--- src/rtl/axis_mul_arbiter.sv ---
// rtl/axis_mul_arbiter.sv - two-requester arbitrated signed 16x16 multiplier pipeline
//
// Purpose:
//   Two requesters share one fully pipelined signed multiplier. When both
//   are valid in the same cycle, a one-bit priority pointer picks the winner.
//   After every accepted operand pair the pointer moves to the requester that
//   was not granted, so a requester that keeps streaming cannot lock out the
//   other. Each accepted pair enters a NUM_STAGE-deep pipeline together with
//   a valid bit and an owner id. Results leave in accept order through a
//   valid/ready output register. A single advance enable stalls the whole
//   pipe whenever the output register is full and the consumer is not ready.
//
// Ports:
//   ap_clk                 clock, all state updates on the rising edge
//   ap_rst                 synchronous active-high reset
//   req0_a, req0_b         requester 0 signed operands
//   req0_valid/req0_ready  requester 0 handshake (ready is combinational)
//   req1_a, req1_b         requester 1 signed operands
//   req1_valid/req1_ready  requester 1 handshake (ready is combinational)
//   res_p                  low DOUT_WIDTH bits of the signed product
//   res_id                 index of the requester that owns res_p
//   res_valid/res_ready    result handshake
//   busy                   any pipeline stage (including output) occupied
//
// Parameters:
//   NUM_STAGE   cycles from operand accept to result register, 1..4
//   DOUT_WIDTH  result width, low bits of the 32-bit signed product

module axis_mul_arbiter #(
   parameter int NUM_STAGE  = 2,
   parameter int DOUT_WIDTH = 24
) (
   input  logic                  ap_clk,
   input  logic                  ap_rst,
   input  logic [15:0]           req0_a,
   input  logic [15:0]           req0_b,
   input  logic                  req0_valid,
   output logic                  req0_ready,
   input  logic [15:0]           req1_a,
   input  logic [15:0]           req1_b,
   input  logic                  req1_valid,
   output logic                  req1_ready,
   output logic [DOUT_WIDTH-1:0] res_p,
   output logic                  res_id,
   output logic                  res_valid,
   input  logic                  res_ready,
   output logic                  busy
);

   logic                  w_adv;
   logic                  w_gnt1;
   logic                  w_fire;
   logic signed [15:0]    w_op_a;
   logic signed [15:0]    w_op_b;
   logic signed [31:0]    w_prod_full;
   logic [DOUT_WIDTH-1:0] w_prod;

   logic                  r_prio;
   logic [NUM_STAGE-1:0]  r_vld;
   logic [NUM_STAGE-1:0]  r_id;
   logic [DOUT_WIDTH-1:0] r_p [NUM_STAGE];

   // The whole pipe moves together: it may advance whenever the output
   // register is empty or is being drained this cycle.
   assign w_adv = !r_vld[NUM_STAGE-1] || res_ready;

   // Requester 1 wins when it is the only one asking, or when both ask and
   // the pointer favours it. Otherwise any request present belongs to req 0.
   assign w_gnt1 = req1_valid && (!req0_valid || r_prio);

   // Exactly one accept per cycle at most; reset masks both readies.
   assign w_fire     = !ap_rst && w_adv && (req0_valid || req1_valid);
   assign req0_ready = w_fire && !w_gnt1;
   assign req1_ready = w_fire && w_gnt1;

   // Operands are muxed from the granted requester and multiplied in the
   // accept cycle; the first pipeline register captures the product.
   assign w_op_a      = w_gnt1 ? req1_a : req0_a;
   assign w_op_b      = w_gnt1 ? req1_b : req0_b;
   assign w_prod_full = w_op_a * w_op_b;

   // Narrow results keep the low bits (plain truncation); wide results
   // sign-extend the full product.
   if (DOUT_WIDTH <= 32) begin : g_trunc
      logic w_prod_unused;
      assign w_prod        = w_prod_full[DOUT_WIDTH-1:0];
      assign w_prod_unused = ^w_prod_full;
   end else begin : g_sext
      assign w_prod = {{(DOUT_WIDTH-32){w_prod_full[31]}}, w_prod_full};
   end

   always_ff @(posedge ap_clk) begin
      if (ap_rst) begin
         r_prio <= 1'b0;
         r_vld  <= '0;
         r_id   <= '0;
         for (int i = 0; i < NUM_STAGE; i++) begin
            r_p[i] <= '0;
         end
      end else begin
         // Pointer moves to the loser of this accept; idle cycles keep it.
         if (w_fire) begin
            r_prio <= !w_gnt1;
         end
         if (w_adv) begin
            r_vld[0] <= w_fire;
            // Data and id registers load only behind a valid entry, so
            // operand wiggles without an accept never reach the outputs.
            if (w_fire) begin
               r_id[0] <= w_gnt1;
               r_p[0]  <= w_prod;
            end
            for (int i = 1; i < NUM_STAGE; i++) begin
               r_vld[i] <= r_vld[i-1];
               if (r_vld[i-1]) begin
                  r_id[i] <= r_id[i-1];
                  r_p[i]  <= r_p[i-1];
               end
            end
         end
      end
   end

   // The last stage doubles as the output register.
   assign res_valid = r_vld[NUM_STAGE-1];
   assign res_id    = r_id[NUM_STAGE-1];
   assign res_p     = r_p[NUM_STAGE-1];
   assign busy      = |r_vld;

endmodule

--- config.mk ---
export PLATFORM = sky130hd
export DESIGN_NAME = axis_mul_arbiter
export DESIGN_NICKNAME = d
export VERILOG_FILES = /design/src/rtl/axis_mul_arbiter.sv
export SDC_FILE = /design/constraint.sdc
export NUM_CORES = 1
export LEC_CHECK = 0
export CAP_MARGIN = 10
export CORE_ASPECT_RATIO = 0.5
export CORE_UTILIZATION = 35
export CTS_CLUSTER_DIAMETER = 30
export DETAILED_ROUTE_END_ITERATION = 8
export GPL_TIMING_DRIVEN = 0
export PLACE_DENSITY = 0.49
export SLEW_MARGIN = 20
export SYNTH_ARGS = -nofsm -noshare
export SYNTH_HDL_FRONTEND = slang
export SYNTH_SLANG_ARGS = --single-unit
export TNS_END_PERCENT = 10
--- constraint.sdc ---
create_clock -name ap_clk -period 7.7 [get_ports ap_clk]
set_clock_uncertainty 0.2 [all_clocks]
set_input_delay 0.77 -clock ap_clk [delete_from_list [all_inputs] [get_ports ap_clk]]
set_output_delay 0.77 -clock ap_clk [all_outputs]
set_load 0.03 [all_outputs]
==> reports/metrics.sh <==
LAYOUT.NETS=1549
WORST_PATH_MOST_REPEATED_CELL='sky130_fd_sc_hd__fa_1'
FIRST_PASS_ITERS=4
TIMING.REG2REG.WORST_PATH_DEPTH=23
HOLD_BUFFERS=0
YOSYS.CELL_TYPES.COUNT=47
VIAS=7404
TIMING.CRITICAL_PATH.FROM_TYPE='input port'
RUN_STATUS='completed'
NUMPORTBUFFERS=97
CTS.CLK_SLEW.WORST_PATHS_PS=70
GRT-OVFL-TOTAL=0
GP_CONGESTION=0.885
WORSTSETUPENDPOINTTYPE='flop'
YS_ASYNC_SR_FRACTION_PCT=0
TIMING.HOLD.WORST.CLASS='flop to flop'
POST_DRT_WL_PER_CELL_MICRONS=17.1
IO_PINS=98
NUM_ANTENNA_CELLS=0
HOLD_END='r_id[1]$_SDFFE_PP0P_'
LARGEST_NET_DEGREE_AT_THE_START_OF_GLOBAL_ROUTING=25
ROUTE.DETAILED.VIAS_PER_INST=4.62
FINALSETUPVIOLATIONS=0
DIE_W_MICRONS=243
FP.DIEAREA_SQ_MM=0.0299
MAXCLOCKFREQUENCY_MHz=134
ANTENNA_FOUND_INITIAL=0
GRT_FIRST_PASS_WIRELENGTH_MICRONS=43900
SYNTH.NET_COUNT=1419
DESIGN.CORE.AREA_SQ_MM=0.0282
RELSLEWSLACK_PCT=30.3
WORST_PATH_MAX_DELAY_CELL='sky130_fd_sc_hd__fa_1'
FINAL_PERIOD_MINUS_WORST_SETUP_SLACK_PS=7480
RRSETUPSLACK_PS=890
TIMING.CRITICAL_PATH.FANOUT_MAX=17
LAYOUT.AREA.SEQ_SQ_MM=0.00154
FINALMAXSLEWVIOLATIONS=0
WP_DATA_REQUIRED_PS=7520
HOLD_START='r_id[1]$_SDFFE_PP0P_'
CTS_TREE='done'
REPORT.FINAL.HOLD_VIOL_COUNT=0
R2R_END='r_p[0][21]$_SDFFCE_PN0P_'
DIE_H_MICRONS=123
TIGHTESTPINTRANSITION_PS=1040
FINAL_COMMON_CELL='sky130_fd_sc_hd__inv_1'
TIMING.MAX_CAP.VIOLATIONS=0
GR-USAGE-ALL-LAYERS_PCT=19.4
DETAIL_ROUTE.WIRELENGTH_MICRONS=27400
REGTOREGSTARTPOINT='r_prio$_SDFFE_PP0P_'
ROUTE.DETAILED.DRC=0
CLK_PATH_BUF_DEPTH=2
CTS-BUFFERS-INSERTED=5
HOLDPATHSTAGES=2
SETUP.WORST_PATH.CLASS='input port to flop'
WORST_SKEW_PAIR_LATER_PIN_LATENCY_PS=290
SYNTH_ENABLE_FLOP_CELLS=48
YOSYS_MOST_USED_DFF='sky130_fd_sc_hd__edfxtp_1'
DR.FIRST_ITER.DRC_COUNT=349
HIGHEST_COUNT_CELLS_IN_THE_LAYOUT_IGNORING_FILL_AND_TAPS='sky130_fd_sc_hd__inv_1 (238), sky130_fd_sc_hd__fa_1 (187), sky130_fd_sc_hd__nand2_1 (135)'
YS_WARN_COUNT=0
AVERAGE_CELL_AREA_AFTER_SYNTHESIS_SQ_UM=9.36
START_UTIL_PCT=36.2
FILLER_CELL_COUNT=2759
NUMCLOCKSINKS=53
FIRST_GLOBAL_VIAS=7955
POST-ROUTE-WORST-SETUP-SLACK_PS=220
HTREE_NUM_LEVELS=2
CP.ARRIVAL_PS=7300
YS_SEQ_ELEMENTS=53
ROWS=43
MAX_STAGE_DELAY_PS=530
PERIOD_SHARE_PCT=97.1
ANT_NETS=0
MULTIINPUTGATEAREA_SQ_MM=0.00779
SYN-CELL-AREA_SQ_MM=0.0102
CTSROOTBUFFERMASTER='sky130_fd_sc_hd__clkbuf_16'
PLACE_WS_PS=-1090
YS_SEQ_AREA_SHARE_PCT=15.1
SYN2LAYOUT_AREA_GROWTH_PCT=22.1
DPL.HPWL_MICRONS=23600
POST_ROUTE_CELLS_DRIVE_ABOVE_1_SHARE_PCT=12.0
SYN-INSTANCE-COUNT=1090
state kept, by name (all words and copies together), names as in the netlist:
| register | flops |
|---|---|
| r_p | 48 |
| r_id | 2 |
| r_vld | 2 |
| r_prio | 1 |
worst max path at each step:
stage,from,to,slack [ps],cells past startpoint
after detailed placement,req0_valid,r_p[0][19]$_SDFFCE_PN0P_,-1090,27
final,req0_valid,r_p[0][21]$_SDFFCE_PN0P_,220,25
after global routing,req0_valid,r_p[0][23]$_SDFFCE_PN0P_,-20,25
after global placement,req0_valid,r_p[0][19]$_SDFFCE_PN0P_,-1070,27
after floorplan,req0_valid,r_p[0][19]$_SDFFCE_PN0P_,560,26
after CTS,req0_valid,r_p[0][23]$_SDFFCE_PN0P_,4,24
layer usage:
layer	share of wire [%]	wire, microns	track usage (%)
met1	47	12900	26.4
met5	0	0	0
met3	3.5	971	1.88
met2	47	13000	33.0
met4	2.0	548	5.70
cell usage after synthesis, types with 3 or more instances:
cell type                  count  share of area [%]
sky130_fd_sc_hd__o21a_1        3               0.22
sky130_fd_sc_hd__o21ai_0      12               0.59
sky130_fd_sc_hd__fa_1        187                 37
sky130_fd_sc_hd__a21o_1        8               0.59
sky130_fd_sc_hd__nor3_1        5               0.25
sky130_fd_sc_hd__a31oi_1       3               0.18
sky130_fd_sc_hd__nand2b_1      9               0.55
sky130_fd_sc_hd__mux2i_1      29                2.8
sky130_fd_sc_hd__nor2b_1       9               0.55
sky130_fd_sc_hd__mux2_2       27                3.0
sky130_fd_sc_hd__nand2_1     136                5.0
sky130_fd_sc_hd__xnor2_1      31                2.7
sky130_fd_sc_hd__nor2_1      126                4.6
sky130_fd_sc_hd__and2_1       29                1.8
sky130_fd_sc_hd__clkbuf_1     17               0.63
sky130_fd_sc_hd__a41oi_1       3               0.26
sky130_fd_sc_hd__inv_1       238                8.8
sky130_fd_sc_hd__a21oi_1      13               0.64
sky130_fd_sc_hd__dfxtp_1       5               0.98
sky130_fd_sc_hd__buf_4        26                1.9
sky130_fd_sc_hd__nand3_1       5               0.25
sky130_fd_sc_hd__buf_2         6               0.29
sky130_fd_sc_hd__edfxtp_1     48                 14
sky130_fd_sc_hd__ha_1         73                9.0
sky130_fd_sc_hd__xor2_1       10               0.86
area by class of cell:
cell class	instances	share of cell area, %
Clock buffer	5	1.00
Buffer	48	3.21
Sequential cell	53	12.4
Multi-Input combinational cell	748	62.6
Timing Repair Buffer	126	9.68
Tap cell	382	3.84
Clock inverter	3	0.141
Inverter	238	7.17
kinds of logic after synthesis:
family | after synthesis | synth area share (%)
mux | 60 | 6.39
simple gates | 330 | 13.8
flops | 53 | 15.1
xor+xnor | 42 | 3.74
fa+ha+maj | 260 | 45.6
buf+inv | 289 | 11.8
compound gates | 56 | 3.54
critical path: cells and delay by family:
kind,cells,cell delay (ps)
mux,1,430
simple gates,3,310
compound gates,6,1220
fa+ha+maj,7,3350
buf+inv,8,1200
stage by stage:
stage | cell area, sq um | utilization (%) | cells | hold WS, ps | TNS (ps)
6_report | 12500 | 44.2 | 1603 | 262 | 0
5_1_grt | 12500 | 44.2 | 1603 | 317 | -28.3
4_1_cts | 12100 | 42.8 | 1581 | 264 | 0
3_5_place_dp | 11700 | 41.3 | 1569 | 255 | -9180
3_3_place_gp | 11700 | 41.3 | 1569 | 253 | -8630
2_1_floorplan | 10200 | - | 1090 | 238 | 0
timing repair:
action	4_1_cts	5_1_grt
endpoints found under the setup margin	11	6
cloned	0	1
setup buffers	5	23
gates resized for setup	49	41
Power is not shown: default switching activity piles up to over one toggle a cycle in this logic, so the estimate is an artifact.
